==> config.mk <==
export PLATFORM = sky130hd
export DESIGN_NAME = bcd_to_bin_seq
export DESIGN_NICKNAME = d
export VERILOG_FILES = /design/src/rtl/bcd_to_bin_seq.sv
export SDC_FILE = /design/constraint.sdc
export NUM_CORES = 1
export LEC_CHECK = 0
export BUFFER_PORTS_ARGS = -buffer_cell sky130_fd_sc_hd__buf_2
export CAP_MARGIN = 20
export CELL_PAD_IN_SITES_DETAIL_PLACEMENT = 0
export CELL_PAD_IN_SITES_GLOBAL_PLACEMENT = 2
export CORE_ASPECT_RATIO = 0.6
export CORE_UTILIZATION = 34
export CTS_CLUSTER_DIAMETER = 40
export CTS_CLUSTER_SIZE = 14
export DETAILED_ROUTE_END_ITERATION = 6
export PLACE_DENSITY_LB_ADDON = 0.15
export SETUP_SLACK_MARGIN = 0.2
export SYNTH_ARGS = -nofsm -noshare
export SYNTH_HDL_FRONTEND = slang
export SYNTH_SLANG_ARGS = --single-unit
==> constraint.sdc <==
create_clock -name clk -period 1.7 [get_ports clk]
set_clock_uncertainty 0.2 [all_clocks]
set_input_delay 0.51 -clock clk [delete_from_list [all_inputs] [get_ports clk]]
set_output_delay 0.51 -clock clk [all_outputs]
set_load 0.02 [all_outputs]
==> src/rtl/bcd_to_bin_seq.sv <==
// bcd_to_bin_seq: sequential BCD-to-binary converter (reverse double-dabble).
// Each CONV cycle shifts the {digits, binary} register right by one bit.
// After the shift, 3 is subtracted from every digit that is >= 8.
// A result is ready after BIN_W steps and is announced by a one-cycle valid pulse.
// Optional feature: define BCD_TO_BIN_CHECK_EN to reject requests that
// contain a nibble > 9. Such a request finishes with err=1 and bin=0.
module bcd_to_bin_seq #(
  parameter int unsigned DIGITS = 4,
  parameter int unsigned BIN_W  = 14
) (
  input  logic                  clk,
  input  logic                  reset_n,
  input  logic                  start,
  input  logic [4*DIGITS-1:0]   bcd,
  output logic                  busy,
  output logic                  valid,
  output logic [BIN_W-1:0]      bin,
  output logic                  err
);

  localparam int unsigned BCD_W = 4 * DIGITS;
  localparam int unsigned SR_W  = BCD_W + BIN_W;
  localparam int unsigned CNT_W = (BIN_W > 1) ? $clog2(BIN_W) : 1;
  localparam logic [CNT_W-1:0] LAST_STEP = CNT_W'(BIN_W - 1);

  typedef enum logic [1:0] {IDLE, CONV, DONE} state_t;

  state_t            state, state_n;
  logic [SR_W-1:0]   sr, sr_n, t_adj;
  logic [CNT_W-1:0]  cnt, cnt_n;
  logic              busy_n, valid_n;
  logic [BIN_W-1:0]  bin_n;

`ifdef BCD_TO_BIN_CHECK_EN
  logic err_q, err_n;
  logic abort_pend, abort_pend_n;
  logic bad_digit;

  // Flag any nibble of the incoming request that is not a decimal digit.
  always_comb begin
    bad_digit = 1'b0;
    for (int unsigned i = 0; i < DIGITS; i++) begin
      if (bcd[4*i +: 4] > 4'd9) bad_digit = 1'b1;
    end
  end

  assign err = err_q;
`else
  assign err = 1'b0;
`endif

  // One conversion step: shift right, then correct every digit that is >= 8.
  always_comb begin
    t_adj = sr >> 1;
    for (int unsigned i = 0; i < DIGITS; i++) begin
      if (t_adj[BIN_W + 4*i +: 4] >= 4'd8)
        t_adj[BIN_W + 4*i +: 4] = t_adj[BIN_W + 4*i +: 4] - 4'd3;
    end
  end

  // Next-state and output logic.
  always_comb begin
    state_n = state;
    sr_n    = sr;
    cnt_n   = cnt;
    busy_n  = busy;
    valid_n = 1'b0;
    bin_n   = bin;
`ifdef BCD_TO_BIN_CHECK_EN
    err_n        = err_q;
    abort_pend_n = abort_pend;
`endif
    case (state)
      IDLE, DONE: begin
`ifdef BCD_TO_BIN_CHECK_EN
        // A rejected request spends one busy cycle in DONE before it reports.
        // This gives valid one cycle after start, and start is ignored meanwhile.
        if (abort_pend) begin
          bin_n        = '0;
          err_n        = 1'b1;
          valid_n      = 1'b1;
          busy_n       = 1'b0;
          abort_pend_n = 1'b0;
          state_n      = DONE;
        end else
`endif
        if (start) begin
          sr_n   = {bcd, {BIN_W{1'b0}}};
          cnt_n  = '0;
          busy_n = 1'b1;
          state_n = CONV;
`ifdef BCD_TO_BIN_CHECK_EN
          if (bad_digit) begin
            state_n      = DONE;
            abort_pend_n = 1'b1;
          end
`endif
        end else begin
          state_n = IDLE;
        end
      end
      CONV: begin
        sr_n  = t_adj;
        cnt_n = cnt + 1'b1;
        if (cnt == LAST_STEP) begin
          bin_n   = t_adj[BIN_W-1:0];
          valid_n = 1'b1;
          busy_n  = 1'b0;
          state_n = DONE;
`ifdef BCD_TO_BIN_CHECK_EN
          err_n   = 1'b0;
`endif
        end
      end
      default: state_n = IDLE;
    endcase
  end

  // State and output registers, cleared asynchronously.
  always_ff @(posedge clk or negedge reset_n) begin
    if (!reset_n) begin
      state <= IDLE;
      sr    <= '0;
      cnt   <= '0;
      busy  <= 1'b0;
      valid <= 1'b0;
      bin   <= '0;
`ifdef BCD_TO_BIN_CHECK_EN
      err_q      <= 1'b0;
      abort_pend <= 1'b0;
`endif
    end else begin
      state <= state_n;
      sr    <= sr_n;
      cnt   <= cnt_n;
      busy  <= busy_n;
      valid <= valid_n;
      bin   <= bin_n;
`ifdef BCD_TO_BIN_CHECK_EN
      err_q      <= err_n;
      abort_pend <= abort_pend_n;
`endif
    end
  end

endmodule

==> run_results.csv, run 1 <==
group,metric,value,unit
run_status,status,"complete, but fails checks",
run_status,violations,"negative setup slack",
final_layout,final_common_cell,"dfrtp_1",
sta,rsz0062_at_grt,"yes",
logic_synthesis,netlist.area_leader.share,55.9,%
sta,fin_setup_tns,-0.0460,ns
route,drtIter0Drc,55,
worst_setup_path,required,1.68,ns
final_layout,syn_to_final_growth,33.2,%
global_routing,track_usage,16.1,%
route,wirelength,5.18,mm
floorplanning,die_x,108,um
route,vias,1629,
worst_setup_path,endpoint,"bin[11]$_DFFE_PN0P_",
route,firstDrtPassIters,4,
floorplanning,placementRows,22,
logic_synthesis,synth_cells,185,
sta,slew_viol_final,0,
placement,place.gp.congestion,0.763,
worst_setup_path,crit_cells,5,
logic_synthesis,ys_ff_latch,51,
flow_run,max_cap_viol_count,0,
worst_setup_path,critPathMaxFanout,8,
floorplanning,ios,36,
power_and_ir_drop,p_leak,1.48,nW
global_routing,grt-ovfl-total,0,
route,viasPerCell,4.92,
logic_synthesis,ys_types,35,
sta,timing.fmax,0.585,GHz
logic_synthesis,synth_nets,212,
worst_setup_path,endpoint_kind,"register",
placement,port_buffers,34,
clocking,clkLatencyLatePin,0.30,ns
sta,finalCritPeriodShare,101,%
route,antenna_left,0,
worst_setup_path,cp.arrival,1.70,ns
final_layout,n_antenna_cell,0,
worst_setup_path,cp-start-kind,"register",
final_layout,layout_common_cells,"50 x dfrtp_1, 27 x buf_4, 18 x buf_2",
sta,finalSetupViolCount,7,
logic_synthesis,yosysTopAreaCell,"dfrtp_1",
worst_setup_path,worst-r2r-cell-count,5,
worst_setup_path,critical_path_buf_inv_count,1,
clocking,cts_root_buffer,"clkbuf_8",
worst_setup_path,critPathLaunch,"cnt[1]$_DFFE_PN0P_",
route,wl_per_cell,15.7,um
worst_setup_path,worstSetupPathType,"reg -> reg",
sta,layout_min_cycle_time,1.71,ns
worst_setup_path,path_cells,"inv_1, ha_2, and3_4, and2_4, mux2_4",
logic_synthesis,yosysSeqAreaShare,55.9,%
worst_setup_path,path_delay_family,"simple AND/OR/NAND/NOR gates",
clocking,cts_tree,"yes",
worst_setup_path,crit_slowest_cell,"dfrtp_1",
global_routing,grt_max_degree,52,
logic_synthesis,syn_area,2280,um2
power_and_ir_drop,power,5.81,mW
worst_setup_path,reg2reg_slack,-0.01,ns
global_routing,grt_pass1_vias,1668,
sta,postLayoutSetupSlackWorst,-0.0106,ns
min_path,worstHoldPathType,"in -> reg",
power_and_ir_drop,p_per_area,1910,nW/um2
route,drc,0,
clocking,clock_sinks,51,
clocking,clk_pin_slew_worst_paths,0.09,ns
worst_setup_path,critPathMaxStageDelay,0.39,ns
final_layout,filler_cell_count,587,
floorplanning,dieArea,7050,um2
logic_synthesis,ys_top_cells_by_area,"dfrtp_1 56%, a22o_1 5.4%, mux2_4 5.3%",
final_layout,drive_gt1_share,39.7,%
floorplanning,core_area,6300,um2
clocking,cts_max_path_buffers,2,
clocking,numCtsBuffers,5,
global_routing,grt_antenna_before_repair,0,
min_path,holdPathStages,3,
worst_setup_path,rr_endpoint,"bin[11]$_DFFE_PN0P_",
sta,hold_violations,0,
placement,hpwlAfterDp,3.31,mm
final_layout,finalNetCount,274,
placement,pre_cts_slack,-0.0599,ns
logic_synthesis,syn_avg_cell_area,12.3,um2
power_and_ir_drop,peakVddDrop,0.000624,V
floorplanning,die-height,65.5,um
worst_setup_path,timing.rr.start,"cnt[1]$_DFFE_PN0P_",
clocking,htree_levels,2,
floorplanning,initial_utilization,36.2,%
logic_synthesis,synth_warnings,0,
global_routing,grt_pass1_wl,8.55,mm
where the power goes:
part           switching, mW  total (mW)  internal [mW]
combinational           1.15        2.74           1.59
clock                  0.381       0.811          0.430
sequential             0.514        2.25           1.74
cells in the mapped netlist (all sizes together):
master / count
nand4: 1
nor2: 7
nand2b: 2
a22oi: 3
a31oi: 3
o211ai: 3
buf: 10
a22o: 14
nand2: 16
xnor2: 6
nand3: 8
nor2b: 5
o21ai: 4
and2: 2
mux2: 14
inv: 8
clkbuf: 3
o22ai: 3
nand3b: 1
a311oi: 3
dfrtp: 51
ha: 8
o211a: 3
and3: 1
conb: 1
mux2i: 1
a221o: 3
o2bb2ai: 1
per-stage QoR:
stage                     utilization (%)  instance area (um2)  hold WS (ns)  std cells
after floorplan                         -                 2290        0.0144        185
after global placement               41.4                 2610         0.252        304
after detailed placement             41.4                 2610         0.269        304
after CTS                            46.1                 2910         0.210        318
after global routing                 48.2                 3040         0.215        331
final                                48.2                 3040         0.220        331
sequential cells by signal (all words and copies together) (netlist names):
register / count
valid: 1
bin: 14
busy: 1
cnt: 4
sr: 29
state: 2
how the worst min path moves through the flow:
| stage | slack, ns | end | start |
|---|---|---|---|
| 6_report | 0.22 | sr[28]$_DFFE_PN0P_ | bcd[14] |
| 3_5_place_dp | 0.27 | cnt[3]$_DFFE_PN0P_ | cnt[3]$_DFFE_PN0P_ |
| 4_1_cts | 0.21 | sr[28]$_DFFE_PN0P_ | bcd[14] |
| 2_1_floorplan | 0.01 | bin[0]$_DFFE_PN0P_ | reset_n |
| 5_1_grt | 0.22 | sr[28]$_DFFE_PN0P_ | bcd[14] |
| 3_3_place_gp | 0.25 | cnt[3]$_DFFE_PN0P_ | cnt[3]$_DFFE_PN0P_ |
routing by layer:
layer / vias up / GRT usage (%) / part of all wire, %
li1: 774 / - / -
met1: 815 / 22.3 / 49
met2: 36 / 24.8 / 46
met3: 4 / 4.17 / 4.9
met4: 0 / 4.79 / 0.50
met5: - / 0 / 0
cells by family (layout without fill, tap and decap cells):
kind of cell	Yosys count	after routing	synth area share [%]
AO/OA/AOI/OAI	40	40	14.0
XOR/XNOR	6	6	2.30
adder cells (fa/ha/maj)	8	8	4.39
buffers and inverters	21	81	5.10
flip-flops	51	51	55.9
multiplexers	15	15	8.66
other	1	1	0.164
AND/OR/NAND/NOR	43	45	9.43
worst register-to-register path, stage by stage (launching register included):
cell     delay, ns
dfrtp_1       0.39
inv_1         0.06
ha_2          0.16
and3_4        0.20
and2_4        0.26
mux2_4        0.33
layout make-up:
class | count | area (um2) | area share, %
multi-input cells | 115 | 962 | 31.6
clock inverters | 2 | 37.5 | 1.23
flip-flops and latches | 51 | 1280 | 42.0
well taps | 84 | 105 | 3.46
inverters | 8 | 30.0 | 0.988
clock buffers | 5 | 68.8 | 2.26
repair buffers | 66 | 559 | 18.4
timing repair:
item / 4_1_cts / 5_1_grt
setup buffers: 5 / 11
pin swaps: 2 / 0
hold endpoints to repair: 35 / 0
setup endpoints to repair: 49 / 52
cloned: 1 / 2
resized for setup: 43 / 5
hold buffers: 1 / 0
(Power assumes the default switching activity.)
==> inputs of run 2 (changes only) <==
--- a/config.mk
+++ b/config.mk
@@ -14,6 +14,7 @@
 export CTS_CLUSTER_DIAMETER = 40
 export CTS_CLUSTER_SIZE = 14
 export DETAILED_ROUTE_END_ITERATION = 6
+export MAX_ROUTING_LAYER = met4
 export PLACE_DENSITY_LB_ADDON = 0.15
 export SETUP_SLACK_MARGIN = 0.2
 export SYNTH_ARGS = -nofsm -noshare
==> run 2 against run 1 <==
  * The flow still finishes with violations (negative setup slack)
  * Register-to-register slack is essentially flat
  * Flip-flop and latch count is the same
  * Cell count is the same
  * Global-route usage grew 0.50 points
  * Power grew 0.11%
  * Non-clock buffer count is the same
  * Wire length grew 0.48%
  * Fmax is essentially flat
  * Critical endpoint is now bin[5]$_DFFE_PN0P_
  * Largest cell class unchanged
==> run_results.csv, run 2 (synthesis gave the netlist of run 1 again) <==
group,metric,value,unit
run_status,status,"complete, but fails checks",
run_status,violations,"negative setup slack",
route,firstDrtPassIters,4,
worst_setup_path,critPathLaunch,"cnt[1]$_DFFE_PN0P_",
route,vias,1642,
floorplanning,die-height,65.5,um
placement,pre_cts_slack,-0.0599,ns
global_routing,grt_antenna_before_repair,0,
flow_run,max_cap_viol_count,0,
floorplanning,ios,36,
global_routing,grt_max_degree,52,
worst_setup_path,path_cells,"inv_1, ha_2, and3_4, and2_4, mux2_4",
min_path,worstHoldPathType,"in -> reg",
placement,port_buffers,34,
power_and_ir_drop,p_per_area,1910,nW/um2
floorplanning,die_x,108,um
worst_setup_path,critPathMaxStageDelay,0.39,ns
final_layout,drive_gt1_share,39.7,%
final_layout,filler_cell_count,587,
worst_setup_path,endpoint_kind,"register",
route,wl_per_cell,15.7,um
clocking,clkLatencyLatePin,0.30,ns
route,viasPerCell,4.96,
final_layout,syn_to_final_growth,33.2,%
worst_setup_path,cp.arrival,1.70,ns
worst_setup_path,required,1.69,ns
worst_setup_path,reg2reg_slack,-0.01,ns
sta,finalSetupViolCount,8,
worst_setup_path,worst-r2r-cell-count,5,
global_routing,track_usage,16.6,%
route,antenna_left,0,
worst_setup_path,rr_endpoint,"bin[5]$_DFFE_PN0P_",
sta,layout_min_cycle_time,1.71,ns
floorplanning,initial_utilization,36.2,%
worst_setup_path,critPathMaxFanout,8,
global_routing,grt-ovfl-total,0,
route,drc,0,
clocking,numCtsBuffers,5,
final_layout,utilization,48.2,%
global_routing,grt_pass1_vias,1673,
floorplanning,placementRows,22,
final_layout,largest_reg_flops,29,
clocking,cts_tree,"yes",
placement,hpwlAfterDp,3.31,mm
worst_setup_path,worstSetupPathType,"reg -> reg",
sta,rsz0062_at_grt,"yes",
final_layout,reg_top3,"sr (29), bin (14), cnt (4)",
final_layout,layout_common_cells,"50 x dfrtp_1, 27 x buf_4, 18 x buf_2",
clocking,htree_levels,2,
worst_setup_path,timing.rr.start,"cnt[1]$_DFFE_PN0P_",
clocking,clk_pin_slew_worst_paths,0.09,ns
global_routing,grt_pass1_wl,8.55,mm
power_and_ir_drop,peakVddDrop,0.000624,V
placement,place.gp.congestion,0.773,
sta,postLayoutSetupSlackWorst,-0.0122,ns
power_and_ir_drop,p_leak,1.48,nW
worst_setup_path,cp-start-kind,"register",
min_path,min_to,"sr[28]$_DFFE_PN0P_",
sta,timing.fmax,0.584,GHz
clocking,clock_sinks,51,
min_path,hold_start,"bcd[14]",
final_layout,final_common_cell,"dfrtp_1",
power_and_ir_drop,power,5.81,mW
route,drtIter0Drc,55,
clocking,cts_max_path_buffers,2,
sta,fin_setup_tns,-0.0559,ns
final_layout,n_antenna_cell,0,
final_layout,top_register,"sr",
floorplanning,dieArea,7050,um2
sta,finalCritPeriodShare,101,%
route,wirelength,5.21,mm
final_layout,finalNetCount,274,
worst_setup_path,crit_slowest_cell,"dfrtp_1",
sta,hold_violations,0,
floorplanning,core_area,6300,um2
sta,slew_viol_final,0,
min_path,holdPathStages,3,
clocking,cts_root_buffer,"clkbuf_8",
## run 2: cell counts in the layout (fill, tap and decap cells not counted)
No cell type changed its count.
## run 2: final cells by class
type | instances | area (um2) | share of cell area [%]
clock buffer | 5 | 68.8 | 2.26
sequential | 51 | 1280 | 42.0
timing repair buffer | 66 | 559 | 18.4
inverter | 8 | 30.0 | 0.988
tap | 84 | 105 | 3.46
clock inverter | 2 | 37.5 | 1.23
multi-input combinational | 115 | 962 | 31.6
## run 2: metal layers
layer	share of wire (%)	GRT usage, %
met2	46	24.8
met4	0.40	4.79
met3	4.9	3.97
met5	0	-
met1	49	22.6
## run 2: timing repair
item | CTS | global route
setup buffers | 5 | 11
cloned | 1 | 2
endpoints found under the hold margin | 35 | 0
resized for setup | 43 | 5
endpoints found under the setup margin | 49 | 52
pin swaps | 2 | 0
hold buffers | 1 | 0
## run 2: critical path, delay by kind of cell, from the launching register on
family | cells | cell delay, ns
muxes | 1 | 0.32
and+or+nand+nor | 2 | 0.46
DFF | 1 | 0.39
adders and majority gates | 1 | 0.16
buffers and inverters | 1 | 0.06
## run 2: worst max path at each step
stage,endpoint,slack (ns),cells past startpoint
6_report,bin[5]$_DFFE_PN0P_,-0.01,5
3_5_place_dp,bin[2]$_DFFE_PN0P_,-0.06,5
3_3_place_gp,bin[12]$_DFFE_PN0P_,-0.02,5
5_1_grt,bin[5]$_DFFE_PN0P_,-0.05,5
2_1_floorplan,bin[10]$_DFFE_PN0P_,-0.04,7
4_1_cts,bin[5]$_DFFE_PN0P_,-0.007,5
## run 2: per-stage QoR
step           cell area, um2  instances  hold slack [ns]
3_3_place_gp             2610        304            0.252
3_5_place_dp             2610        304            0.269
2_1_floorplan            2290        185           0.0144
4_1_cts                  2910        318            0.210
6_report                 3040        331            0.219
5_1_grt                  3040        331            0.215
## run 2: power by group
part	leakage (nW)	internal, mW	switching [mW]
Combinational	0.789	1.59	1.16
Sequential	0.636	1.74	0.516
Clock	0.0502	0.430	0.381
Total	1.48	3.76	2.05
